## src/rtl/bank_reader.sv

```systemverilog
// Read-side stream engine for the 128x128 SRAM bank: turns an (addr, len) command into
// sequential bank reads and presents the rows on a valid/ready stream via a 2-entry skid FIFO.
module bank_reader #(
    parameter int unsigned DATA_W = 128,
    parameter int unsigned ADDR_W = 7,
    parameter int unsigned LEN_W  = 8
) (
    input  logic              vsi_clk,
    input  logic              vsi_reset,
    input  logic              cmd_valid,
    output logic              cmd_ready,
    input  logic [ADDR_W-1:0] cmd_addr,
    input  logic [LEN_W-1:0]  cmd_len,
    output logic              rd_cs,
    output logic [ADDR_W-1:0] rd_addr,
    input  logic [DATA_W-1:0] rd_data,
    output logic              out_valid,
    input  logic              out_ready,
    output logic [DATA_W-1:0] out_data,
    output logic              out_last,
    output logic              busy,
    output logic              done
);

    typedef enum logic [1:0] {
        IDLE = 2'd0,
        RUN  = 2'd1,
        FIN  = 2'd2
    } stateT;

    stateT             state;
    stateT             stateNext;
    logic [ADDR_W-1:0] ptr;
    logic [ADDR_W-1:0] ptrNext;
    logic [LEN_W-1:0]  rem;
    logic [LEN_W-1:0]  remNext;
    logic              inflight;
    logic              inflightLast;
    logic              issue;
    logic              pop;
    logic              push;
    logic [2:0]        occupancy;
    logic [1:0]        countAfterPop;

    logic [DATA_W-1:0] fifoData [2];
    logic [1:0]        fifoLast;
    logic              headIdx;
    logic              tailIdx;
    logic [1:0]        count;

    assign out_valid     = (count != 2'd0);
    assign pop           = out_valid && out_ready;
    assign push          = inflight;
    // Rows owned by the engine after this cycle's pop: stored plus the one arriving from the bank
    assign occupancy     = 3'(count) + 3'(inflight) - 3'(pop);
    assign countAfterPop = count - 2'(pop);

    assign cmd_ready = (state == IDLE);
    assign busy      = (state == RUN);
    assign done      = (state == FIN);
    assign rd_cs     = issue;
    assign rd_addr   = ptr;
    assign out_data  = fifoData[headIdx];
    assign out_last  = out_valid && fifoLast[headIdx];

    // Next-state, read issue and address/length bookkeeping
    always_comb begin
        stateNext = state;
        issue     = 1'b0;
        ptrNext   = ptr;
        remNext   = rem;
        case (state)
            IDLE: begin
                if (cmd_valid) begin
                    ptrNext   = cmd_addr;
                    remNext   = cmd_len;
                    stateNext = (cmd_len == LEN_W'(0)) ? FIN : RUN;
                end
            end
            RUN: begin
                if ((rem != LEN_W'(0)) && (occupancy < 3'd2)) begin
                    issue   = 1'b1;
                    ptrNext = ptr + ADDR_W'(1);
                    remNext = rem - LEN_W'(1);
                end
                if ((rem == LEN_W'(0)) && !inflight && (countAfterPop == 2'd0)) begin
                    stateNext = FIN;
                end
            end
            FIN:     stateNext = IDLE;
            default: stateNext = IDLE;
        endcase
    end

    always_ff @(posedge vsi_clk or posedge vsi_reset) begin
        if (vsi_reset) begin
            state        <= IDLE;
            ptr          <= '0;
            rem          <= '0;
            inflight     <= 1'b0;
            inflightLast <= 1'b0;
        end else begin
            state        <= stateNext;
            ptr          <= ptrNext;
            rem          <= remNext;
            inflight     <= issue;
            inflightLast <= issue && (rem == LEN_W'(1));
        end
    end

    // Skid FIFO: bank data lands here one edge after issue, tagged with its last-row flag
    always_ff @(posedge vsi_clk or posedge vsi_reset) begin
        if (vsi_reset) begin
            fifoData[0] <= '0;
            fifoData[1] <= '0;
            fifoLast    <= '0;
            headIdx     <= 1'b0;
            tailIdx     <= 1'b0;
            count       <= '0;
        end else begin
            if (push) begin
                fifoData[tailIdx] <= rd_data;
                fifoLast[tailIdx] <= inflightLast;
                tailIdx           <= ~tailIdx;
            end
            if (pop) begin
                headIdx <= ~headIdx;
            end
            count <= count + 2'(push) - 2'(pop);
        end
    end

endmodule
```

## config.mk

```make
export PLATFORM = sky130hd
export DESIGN_NAME = bank_reader
export DESIGN_NICKNAME = d
export VERILOG_FILES = /design/src/rtl/bank_reader.sv
export SDC_FILE = /design/constraint.sdc
export NUM_CORES = 1
export LEC_CHECK = 0
export CAP_MARGIN = 10
export CORE_MARGIN = 2
export CORE_UTILIZATION = 46
export DETAILED_ROUTE_END_ITERATION = 16
export GPL_ROUTABILITY_DRIVEN = 0
export PLACE_DENSITY = 0.87
export SLEW_MARGIN = 15
export SYNTH_ARGS = -nofsm -noshare
export SYNTH_HDL_FRONTEND = slang
export SYNTH_SLANG_ARGS = --single-unit
```

## constraint.sdc

```tcl
create_clock -name vsi_clk -period 11 [get_ports vsi_clk]
set_input_delay 3.3 -clock vsi_clk [delete_from_list [all_inputs] [get_ports vsi_clk]]
set_output_delay 3.3 -clock vsi_clk [all_outputs]
set_load 0.02 [all_outputs]
```

Word-level counts from Yosys, hierarchy flattened
Index checks and enable logic that the tools add are counted.
{"block": "totals", "in_bits": 147, "wordCells": 76, "register_bits": 281}
{"block": "op_classes", "magnitude_cmp": 7, "addsub": 7, "muxes": 23, "eq_ne": 6, "bitwise": 4, "n_reduce_logical": 18}
{"cell": "2-to-1 mux 128 bit", "n": 4}
{"cell": "bitwise mux 256 bit", "n": 1}
{"cell": "demux 128 bit (select 1 bit)", "n": 1}
{"cell": "zero test 8 bit", "n": 2}
{"cell": "2-to-1 mux 8 bit", "n": 2}
{"cell": "case mux 8 bit (2 select lines)", "n": 1}
{"cell": "2-to-1 mux 7 bit", "n": 2}
{"cell": "case mux 7 bit (2 select lines)", "n": 1}
{"cell": "equality test 8 x 1 -> 1 bit (second input constant)", "n": 1}
{"cell": "logical AND 1 bit", "n": 8}
{"cell": "nonzero test 8 bit", "n": 1}
{"cell": "subtractor 8 x 1 -> 8 bit (second input constant)", "n": 1}
{"cell": "adder 7 x 1 -> 7 bit (second input constant)", "n": 1}
{"cell": "2-to-1 mux 2 bit", "n": 3}
{"cell": "2-to-1 mux 1 bit", "n": 5}
{"cell": "greater-or-equal comparator 2 bit (second input constant)", "n": 2}
{"cell": "zero test 2 bit", "n": 2}
{"cell": "less-than comparator 1 x 2 -> 1 bit (second input constant)", "n": 2}
{"cell": "!= test 2 x 1 -> 1 bit (second input constant)", "n": 2}
{"cell": "NOT 1 -> 2 bit", "n": 2}
{"cell": "case mux 2 bit (2 select lines)", "n": 1}
{"cell": "nonzero test 2 bit", "n": 2}
{"cell": "subtractor 2 x 1 -> 2 bit", "n": 2}
{"cell": "adder 2 x 1 -> 3 bit", "n": 1}
{"cell": "14 further kinds", "n": 15}

Logic depth before layout (Yosys ltp)
Gate-level depths: netlist (run 1).
{"block": "depth", "ltp_word": 8, "depth_mapped": 9}

Least setup slack after synthesis (run 1)
Ideal clock, no wire load.
{"block": "synth_timing", "kind": "input -> output", "from": "input out_ready", "to": "output rd_cs", "arrival_ps": 4941, "slack_ps": 2759, "path_stages": 7, "path_buffers": 1, "path_cell_list": "nand3b_1 nand2_1 ha_1 fa_1 xnor2_1 a2111oi_4 buf_6"}
{"block": "synth_via", "elab_chain_len": 6}
{"element": "from (decl)", "line": "18", "source": "input logic out_ready,"}
{"element": "logical AND 1 bit", "line": "52", "source": "assign pop = out_valid && out_ready;"}
{"element": "subtractor 3 x 1 -> 3 bit", "line": "55", "source": "assign occupancy = 3'(count) + 3'(inflight) - 3'(pop);"}
{"element": "less-than comparator 3 x 2 -> 1 bit", "line": "81", "source": "if ((rem != LEN_W'(0)) && (occupancy < 3'd2)) begin"}
{"element": "logical AND 1 bit", "line": "81"}
{"element": "2-to-1 mux 1 bit", "line": "81"}
{"element": "2-to-1 mux 1 bit", "line": "72", "source": "case (state)"}
{"element": "to (decl)", "line": "14", "source": "output logic rd_cs,"}
No other way between the ends.

Final worst setup path (run 1)
Same ends and word-level chain as after synthesis.

==> results.py, run 1 <==
metrics = {
    "outcome": {
        "run_status": "finished, final reports clean",
    },
    "floorplan": {
        "ios": 288,
        "rows": 60,
        "start_util": 0.465,
        "core-area_sq_um": 26700,
        "die_height_um": 168,
        "die_area_sq_um": 28400,
        "dieWidth_um": 168,
    },
    "synth": {
        "synth-edff-count": 0,
        "synth_nets": 997,
        "async_flop_share": 1.00,
        "ys_types": 45,
        "synth_cells": 843,
        "ys_top_cells_by_area": "dfrtp_1 (57%), mux2_2 (35%), buf_2 (1.1%), ha_1 (0.60%), clkbuf_1 (0.51%)",
        "ys_seq_area_frac": 0.565,
        "synth-seq-cells": 281,
        "synthFlopType": "dfrtp_1",
        "yosysTopAreaCell": "dfrtp_1",
        "yosysWarnings": 0,
        "yosysTopAreaCellShare": 0.565,
        "syn_area_sq_um": 12400,
        "synth_area_per_cell_sq_um": 14.8,
    },
    "flow_run": {
        "cap_viol_max_count": 0,
    },
    "worst_setup_path": {
        "cp_slowest_cell": "clkdlybuf4s50_1",
        "r2r_cells": 9,
        "crit_family": "buffers and inverters",
        "r2r_slack_ns": 8.28,
        "cp-start-kind": "input port",
        "cp_max_fo": 19,
        "r2r_start": "count[1]",
        "critPathCaptureType": "output port",
        "worstPathCellList": "clkdlybuf4s50_1 -> nand3b_1 -> nand2_1 -> ha_1 -> fa_1 -> xnor2_1 -> a2111oi_4 -> buf_4 -> clkdlybuf4s50_1",
        "crit_buf_inv": 3,
        "reg2reg_to": "rem[1]",
        "crit_top_cell": "clkdlybuf4s50_1",
        "setup.worst_path.class": "input port to output port",
        "slowest_delay_ns": 0.64,
        "required_ns": 7.70,
        "critPathArrivalTime_ns": 6.04,
    },
    "detailed_routing": {
        "dr.pass1.iters": 4,
        "viasPerCell": 5.30,
        "num_vias": 7868,
        "route.detailed.wl_per_inst_um": 18.7,
        "drt_iter0_drc": 287,
        "drc_errors": 0,
        "ant_nets": 0,
        "routed_wl_um": 27800,
    },
    "global_routing": {
        "first_global_vias": 8726,
        "grtUsageTotal": 0.193,
        "grt_pass1_wl_um": 44600,
        "grt_max_degree": 82,
        "overflow": 0,
        "antenna_found_initial": 0,
    },
    "pwr": {
        "vdd_drop_max_uv": 186,
        "finalPower_mw": 5.75,
        "power.density_nw_per_um2": 345,
        "leakage_nw": 6.90,
    },
    "sta": {
        "finalMaxSlewViolations": 0,
        "period_share": 0.849,
        "timing.slew.headroom": 0.325,
        "period_minus_slack_ns": 9.34,
        "rsz0062_at_grt": "no",
        "worst_pin_slew_ns": 1.01,
        "hold_viol_final": 0,
        "max_freq_ghz": 0.107,
        "hold_ws_ns": 0.499,
        "finalSetupViolCount": 0,
        "setup_tns_ns": 0,
        "fin_skew_ns": 0.0140,
    },
    "clock_tree": {
        "clock_latency_ns": 0.54,
        "htree_levels": 1,
        "cts.sinks": 281,
        "post_cts_resized": 0,
        "cts_made_buffers": 30,
        "cts-root-buf": "clkbuf_16",
        "clk_pin_slew_ns": 0.06,
        "clock_path_buffers": 3,
        "postCtsSetupBuffers": 0,
        "cts_hold_buf": 0,
        "cts_tree": "done",
    },
    "final_layout": {
        "syn_to_final_growth_pct": 33.8,
        "nets": 1274,
        "n_fill_cell": 2040,
        "antenna_cells": 0,
        "layout-drive-gt1-share": 0.399,
    },
    "min_path": {
        "min_path_type": "register to register",
        "hp-start": "fifoData[0]",
        "min_to": "fifoData[0]",
        "whs_path_depth": 1,
    },
    "placed_design": {
        "dp_hpwl_um": 18200,
        "numPortBuffers": 287,
    },
}
layer usage:
metal | share of wire | GRT usage
met1 | 0.40 | 0.234
met2 | 0.50 | 0.339
met3 | 0.066 | 0.0451
met4 | 0.030 | 0.0622
met5 | 0 | 0
registers in the layout (all words and copies together) (netlist names):
| signal | count |
|---|---|
| inflight | 1 |
| fifoLast | 2 |
| tailIdx | 1 |
| count | 2 |
| inflightLast | 1 |
| rem | 8 |
| fifoData | 256 |
| state | 2 |
| rd_addr | 7 |
| headIdx | 1 |
synthesized netlist by cell type, types with 2 or more instances:
| cell type | instances |
|---|---|
| o221ai_1 | 4 |
| buf_6 | 2 |
| nor4_1 | 2 |
| nand3_1 | 4 |
| o2bb2ai_1 | 2 |
| nor2_1 | 8 |
| nor3_1 | 5 |
| clkbuf_1 | 17 |
| o21ai_0 | 9 |
| mux2_2 | 386 |
| a21oi_1 | 7 |
| and3_1 | 2 |
| ha_1 | 6 |
| nand2b_1 | 4 |
| a22oi_1 | 6 |
| mux2i_1 | 2 |
| a31oi_1 | 2 |
| or4_1 | 4 |
| o22a_1 | 2 |
| xnor2_1 | 2 |
| o311ai_0 | 2 |
| nand2_1 | 17 |
| dfrtp_1 | 281 |
| buf_1 | 4 |
| inv_1 | 12 |
| buf_2 | 27 |
| o22ai_1 | 6 |
how the worst max path moves through the flow:
stage / to / slack, ns / depth (start not counted) / startpoint
global placement: rd_cs / 1.71 / 9 / out_ready
detailed placement: rd_cs / 1.68 / 9 / out_ready
finish: rd_cs / 1.66 / 9 / out_ready
CTS: rd_cs / 1.67 / 9 / out_ready
global route: rd_cs / 1.55 / 9 / out_ready
floorplan: rd_cs / 2.76 / 7 / out_ready
cells in the final DEF, fill, tap and decap left out, types with 7 or more instances in the layout:
master / count
a21oi_1: 7
buf_4: 8
clkbuf_16: 31
clkdlybuf4s50_1: 287
clkinv_2: 7
dfrtp_1: 280
inv_1: 11
mux2_2: 386
nand2_1: 16
nor2_1: 8
o21ai_0: 9
cells by family after synthesis:
kind of cell,count (synthesis),share of synthesized area
compound gates,46,0.0264
xor+xnor,3,0.00211
fa+ha+maj,7,0.00764
buf+inv,62,0.0226
flops,281,0.565
mux,388,0.351
simple gates,56,0.0249
area by class of cell:
class,instances,area (sq um),area share
Multi-Input combinational cell,500,5150,0.309
Clock inverter,13,174,0.0104
Sequential cell,281,7040,0.423
Tap cell,341,427,0.0256
Timing Repair Buffer,295,2930,0.176
Clock buffer,43,881,0.0529
Inverter,12,48.8,0.00293
through the flow:
stage | area, sq um | setup WS [ns] | instances | util
5_1_grt | 16600 | 1.55 | 1485 | 0.623
4_1_cts | 16600 | 1.67 | 1485 | 0.623
3_5_place_dp | 15600 | 1.68 | 1429 | 0.583
2_1_floorplan | 12400 | 2.76 | 843 | -
6_report | 16600 | 1.66 | 1485 | 0.623
3_3_place_gp | 15600 | 1.71 | 1429 | 0.583
power breakdown:
group	internal, mW	switching (mW)
registers	1.56	0.314
clock network	0.649	0.404
logic	1.58	1.24
total	3.79	1.96
Power figures use the tool's default switching activity.
==> run 2, diff against run 1 <==
--- a/config.mk
+++ b/config.mk
@@ -7,10 +7,10 @@
 export LEC_CHECK = 0
 export CAP_MARGIN = 10
 export CORE_MARGIN = 2
-export CORE_UTILIZATION = 46
+export CORE_UTILIZATION = 50
 export DETAILED_ROUTE_END_ITERATION = 16
 export GPL_ROUTABILITY_DRIVEN = 0
-export PLACE_DENSITY = 0.87
+export PLACE_DENSITY = 0.9
 export SLEW_MARGIN = 15
 export SYNTH_ARGS = -nofsm -noshare
 export SYNTH_HDL_FRONTEND = slang
==> constraint.sdc (replaced) <==
create_clock -name vsi_clk -period 8.6 [get_ports vsi_clk]
set_input_delay 2.58 -clock vsi_clk [delete_from_list [all_inputs] [get_ports vsi_clk]]
set_output_delay 2.58 -clock vsi_clk [all_outputs]
set_load 0.02 [all_outputs]
==> results.py, run 2 (synthesis gave the netlist of run 1 again) <==
metrics = {
    "worst_setup_path": {
        "critPathCaptureType": "output port",
        "r2r_cells": 9,
        "critPathArrivalTime_ns": 5.12,
        "reg2reg_to": "rem[1]",
        "r2r_slack_ns": 5.84,
        "required_ns": 6.02,
        "setup.worst_path.class": "input port to output port",
        "r2r_start": "count[1]",
        "cp-start-kind": "input port",
        "cp_max_fo": 4,
    },
    "clock_tree": {
        "post_cts_resized": 0,
        "cts_hold_buf": 0,
        "postCtsSetupBuffers": 0,
        "clk_pin_slew_ns": 0.06,
        "cts_made_buffers": 29,
        "htree_levels": 1,
        "clock_path_buffers": 3,
        "cts.sinks": 281,
        "cts-root-buf": "clkbuf_16",
        "cts_tree": "done",
        "clock_latency_ns": 0.53,
    },
    "detailed_routing": {
        "ant_nets": 0,
        "route.detailed.wl_per_inst_um": 19.1,
        "viasPerCell": 5.43,
        "routed_wl_um": 28000,
        "dr.pass1.iters": 4,
        "drt_iter0_drc": 410,
        "drc_errors": 0,
        "num_vias": 7949,
    },
    "global_routing": {
        "overflow": 0,
        "grt_max_degree": 148,
        "first_global_vias": 8605,
        "antenna_found_initial": 0,
        "grt_pass1_wl_um": 44800,
        "grtUsageTotal": 0.211,
    },
    "final_layout": {
        "mostFrequentLayoutCell": "mux2_2",
        "nets": 1274,
        "n_fill_cell": 1716,
        "layout-drive-gt1-share": 0.392,
        "final_util": 0.677,
        "largest_register_ffs": 256,
        "final_cells": 1465,
        "antenna_cells": 0,
        "layout_common_cells": "mux2_2 (386), clkdlybuf4s50_1 (287), dfrtp_1 (280)",
        "top_register": "fifoData",
        "syn_to_final_growth_pct": 32.7,
    },
    "outcome": {
        "run_status": "finished, final reports clean",
    },
    "floorplan": {
        "die_area_sq_um": 26200,
        "die_height_um": 162,
        "ios": 288,
        "start_util": 0.510,
        "dieWidth_um": 162,
        "rows": 57,
        "core-area_sq_um": 24400,
    },
    "pwr": {
        "power.density_nw_per_um2": 439,
        "vdd_drop_max_uv": 256,
        "finalPower_mw": 7.24,
        "leakage_nw": 6.84,
    },
    "placed_design": {
        "post-place-cells": 1413,
        "numPortBuffers": 287,
        "dp_hpwl_um": 18200,
        "pre_cts_slack_ns": 0.898,
    },
    "sta": {
        "fin_skew_ns": 0.00658,
        "finalMaxSlewViolations": 0,
        "timing.slew.headroom": 0.329,
        "period_minus_slack_ns": 7.70,
        "rsz0062_at_grt": "no",
        "worst_pin_slew_ns": 1.01,
        "hold_viol_final": 0,
        "finalSetupViolCount": 0,
        "max_freq_ghz": 0.130,
        "period_share": 0.896,
        "setup_ws_ns": 0.896,
        "setup_tns_ns": 0,
    },
    "flow_run": {
        "cap_viol_max_count": 0,
    },
    "min_path": {
        "min_to": "state[1]",
        "whs_path_depth": 1,
        "min_path_type": "register to register",
        "hp-start": "state[1]",
    },
}
==> run 2: cell type report <==
type,count,area (sq um),area share
Clock inverter,7,85.1,0.00516
Tap cell,324,405,0.0246
Sequential cell,281,7040,0.426
Inverter,12,48.8,0.00296
Multi-Input combinational cell,500,5140,0.311
Timing Repair Buffer,296,2950,0.179
Clock buffer,45,836,0.0506
==> run 2: worst max-delay path by stage <==
stage	start	to	slack [ns]	depth (start not counted)
detailed placement	out_ready	rd_cs	0.90	8
floorplan	out_ready	rd_cs	1.80	7
finish	out_ready	rd_cs	0.90	8
global placement	out_ready	rd_cs	0.95	8
global route	out_ready	rd_cs	0.73	8
CTS	out_ready	rd_cs	0.88	8
==> run 2: power by group <==
| group | switching [mW] | internal [mW] | leakage [nW] |
|---|---|---|---|
| Clock | 0.495 | 0.722 | 0.454 |
| Sequential | 0.411 | 1.99 | 3.27 |
| Combinational | 1.59 | 2.02 | 3.12 |
| Total | 2.50 | 4.74 | 6.84 |
==> run 2: worst max-delay path: stages <==
cell             delay, ns
clkdlybuf4s50_1       0.45
nand3b_1              0.21
nand2_1               0.08
ha_1                  0.20
fa_1                  0.38
xnor2_1               0.16
a2111oi_4             0.37
clkdlybuf4s50_1       0.68
==> run 2: routing by layer <==
layer / GRT usage / vias to the layer above / routed length, um / share of wire
met5: 0 / - / 0 / 0
met4: 0.0623 / 0 / 823 / 0.029
met3: 0.0470 / 57 / 1740 / 0.062
met2: 0.377 / 250 / 14300 / 0.51
met1: 0.258 / 4036 / 11000 / 0.40
li1: - / 3606 / - / -
==> run 2: metrics by stage <==
stage                     area, sq um  hold WS (ns)
after floorplan                 12400         0.448
after global placement          15600         0.474
after detailed placement        15600         0.485
after CTS                       16500         0.493
after global routing            16500         0.514
final                           16500         0.495
==> run 3, diff against run 2 <==
--- a/config.mk
+++ b/config.mk
@@ -7,10 +7,11 @@
 export LEC_CHECK = 0
 export CAP_MARGIN = 10
 export CORE_MARGIN = 2
-export CORE_UTILIZATION = 50
+export CORE_UTILIZATION = 35
+export CTS_CLUSTER_DIAMETER = 200
 export DETAILED_ROUTE_END_ITERATION = 16
 export GPL_ROUTABILITY_DRIVEN = 0
-export PLACE_DENSITY = 0.9
+export PLACE_DENSITY = 0.69
 export SLEW_MARGIN = 15
 export SYNTH_ARGS = -nofsm -noshare
 export SYNTH_HDL_FRONTEND = slang
==> constraint.sdc (replaced) <==
create_clock -name vsi_clk -period 7.7 [get_ports vsi_clk]
set_input_delay 2.31 -clock vsi_clk [delete_from_list [all_inputs] [get_ports vsi_clk]]
set_output_delay 2.31 -clock vsi_clk [all_outputs]
set_load 0.02 [all_outputs]
==> results.py, run 3 (synthesis gave the netlist of run 1 again) <==
metrics = {
    "outcome": {
        "run_status": "finished, final reports clean",
    },
    "global_routing": {
        "grt_pass1_wl_um": 44600,
        "grtUsageMet2": 0.261,
        "grtUsageMet3": 0.0420,
        "grtUsageTotal": 0.151,
        "first_global_vias": 8425,
        "grt_max_degree": 148,
        "antenna_found_initial": 0,
        "use_met1": 0.186,
        "grt_busiest_layer": "met2",
        "overflow": 0,
    },
    "placed_design": {
        "dp_hpwl_um": 18300,
        "numPortBuffers": 287,
    },
    "final_layout": {
        "largest_register_ffs": 256,
        "layout-drive-gt1-share": 0.396,
        "nets": 1278,
        "antenna_cells": 0,
        "layout_common_cells": "mux2_2 (386), clkdlybuf4s50_1 (287), dfrtp_1 (280)",
        "n_fill_cell": 3118,
        "mostFrequentLayoutCell": "mux2_2",
        "top_register": "fifoData",
        "syn_to_final_growth_pct": 35.4,
    },
    "detailed_routing": {
        "ant_nets": 0,
        "route.detailed.wl_per_inst_um": 17.8,
        "drc_errors": 0,
        "num_vias": 7860,
        "viasPerCell": 4.89,
        "drt_iter0_drc": 266,
        "dr.pass1.iters": 4,
        "routed_wl_um": 28700,
    },
    "clock_tree": {
        "postCtsSetupBuffers": 0,
        "cts-root-buf": "clkbuf_16",
        "cts_tree": "done",
        "clock_latency_ns": 0.50,
        "cts_hold_buf": 0,
        "clk_pin_slew_ns": 0.05,
        "cts.sinks": 281,
        "htree_levels": 2,
        "clock_path_buffers": 3,
        "post_cts_resized": 0,
        "cts_made_buffers": 34,
    },
    "sta": {
        "worst_pin_slew_ns": 0.993,
        "setup_tns_ns": 0,
        "timing.slew.headroom": 0.338,
        "period_minus_slack_ns": 7.18,
        "period_share": 0.933,
        "rsz0062_at_grt": "no",
        "hold_ws_ns": 0.498,
        "finalSetupViolCount": 0,
        "max_freq_ghz": 0.139,
        "hold_viol_final": 0,
        "fin_skew_ns": 0.0113,
        "finalMaxSlewViolations": 0,
    },
    "worst_setup_path": {
        "crit_top_cell": "clkdlybuf4s50_1",
        "critPathArrivalTime_ns": 4.87,
        "r2r_slack_ns": 4.93,
        "critPathCaptureType": "output port",
        "crit_buf_inv": 2,
        "setup.worst_path.class": "input port to output port",
        "slowest_delay_ns": 0.69,
        "reg2reg_to": "rd_addr[5]",
        "cp-start-kind": "input port",
        "cp_max_fo": 4,
        "r2r_start": "count[1]",
        "worstPathCellList": "clkdlybuf4s50_1 -> nand3b_1 -> nand2_1 -> ha_1 -> fa_1 -> xnor2_1 -> a2111oi_4 -> clkdlybuf4s50_1",
        "critPathLaunch": "out_ready",
        "crit_family": "buffers and inverters",
        "required_ns": 5.39,
        "cp_slowest_cell": "clkdlybuf4s50_1",
        "r2r_cells": 9,
    },
    "min_path": {
        "hp-start": "fifoData[25]",
        "whs_path_depth": 1,
        "min_to": "fifoData[25]",
        "min_path_type": "register to register",
    },
    "floorplan": {
        "rows": 69,
        "die_height_um": 193,
        "start_util": 0.352,
        "ios": 288,
        "core-area_sq_um": 35300,
        "dieWidth_um": 193,
        "die_area_sq_um": 37100,
    },
    "pwr": {
        "leakage_nw": 6.92,
        "vdd_drop_max_uv": 237,
        "power.density_nw_per_um2": 488,
    },
    "flow_run": {
        "cap_viol_max_count": 0,
    },
}
-- run 3: changes by cell type in the layout (fill, tap and decap cells not counted), moves of 2 or more --
cell,delta
buf_12,+2
buf_4,-3
bufinv_16,-2
clkbuf_16,+8
-- run 3: per-stage QoR --
step / total power, mW / std cells / instance area [sq um] / util / worst slack [ns]
3_3_place_gp: 6.68 / 1549 / 15800 / 0.447 / 0.532
4_1_cts: 8.35 / 1608 / 16800 / 0.477 / 0.486
3_5_place_dp: 6.77 / 1549 / 15800 / 0.447 / 0.489
5_1_grt: 8.72 / 1608 / 16800 / 0.477 / 0.306
2_1_floorplan: 5.16 / 843 / 12400 / - / 1.44
6_report: 8.22 / 1608 / 16800 / 0.477 / 0.517
-- run 3: layer usage --
layer / up-vias / part of all wire
li1: 3609 / -
met1: 4008 / 0.42
met2: 202 / 0.50
met3: 41 / 0.066
met4: 0 / 0.019
met5: - / 0
-- run 3: worst max path at each step --
stage          cells past startpoint  slack (ns)    end
2_1_floorplan                      7        1.44  rd_cs
3_3_place_gp                       8        0.53  rd_cs
3_5_place_dp                       8        0.49  rd_cs
4_1_cts                            8        0.49  rd_cs
5_1_grt                            8        0.31  rd_cs
6_report                           8        0.52  rd_cs
-- run 3: cell type report --
type | count | area, sq um | area share
clock buffer | 52 | 1030 | 0.0613
clock inverter | 7 | 41.3 | 0.00245
inverter | 12 | 48.8 | 0.00290
multi-input combinational | 500 | 5140 | 0.305
sequential | 281 | 7040 | 0.418
tap | 461 | 577 | 0.0342
timing repair buffer | 295 | 2970 | 0.176
-- run 3: report_power, final --
| group | leakage, nW | switching, mW | total (mW) | internal [mW] |
|---|---|---|---|---|
| Combinational | 3.13 | 1.78 | 4.04 | 2.26 |
| Sequential | 3.27 | 0.429 | 2.66 | 2.23 |
| Clock | 0.528 | 0.596 | 1.52 | 0.923 |
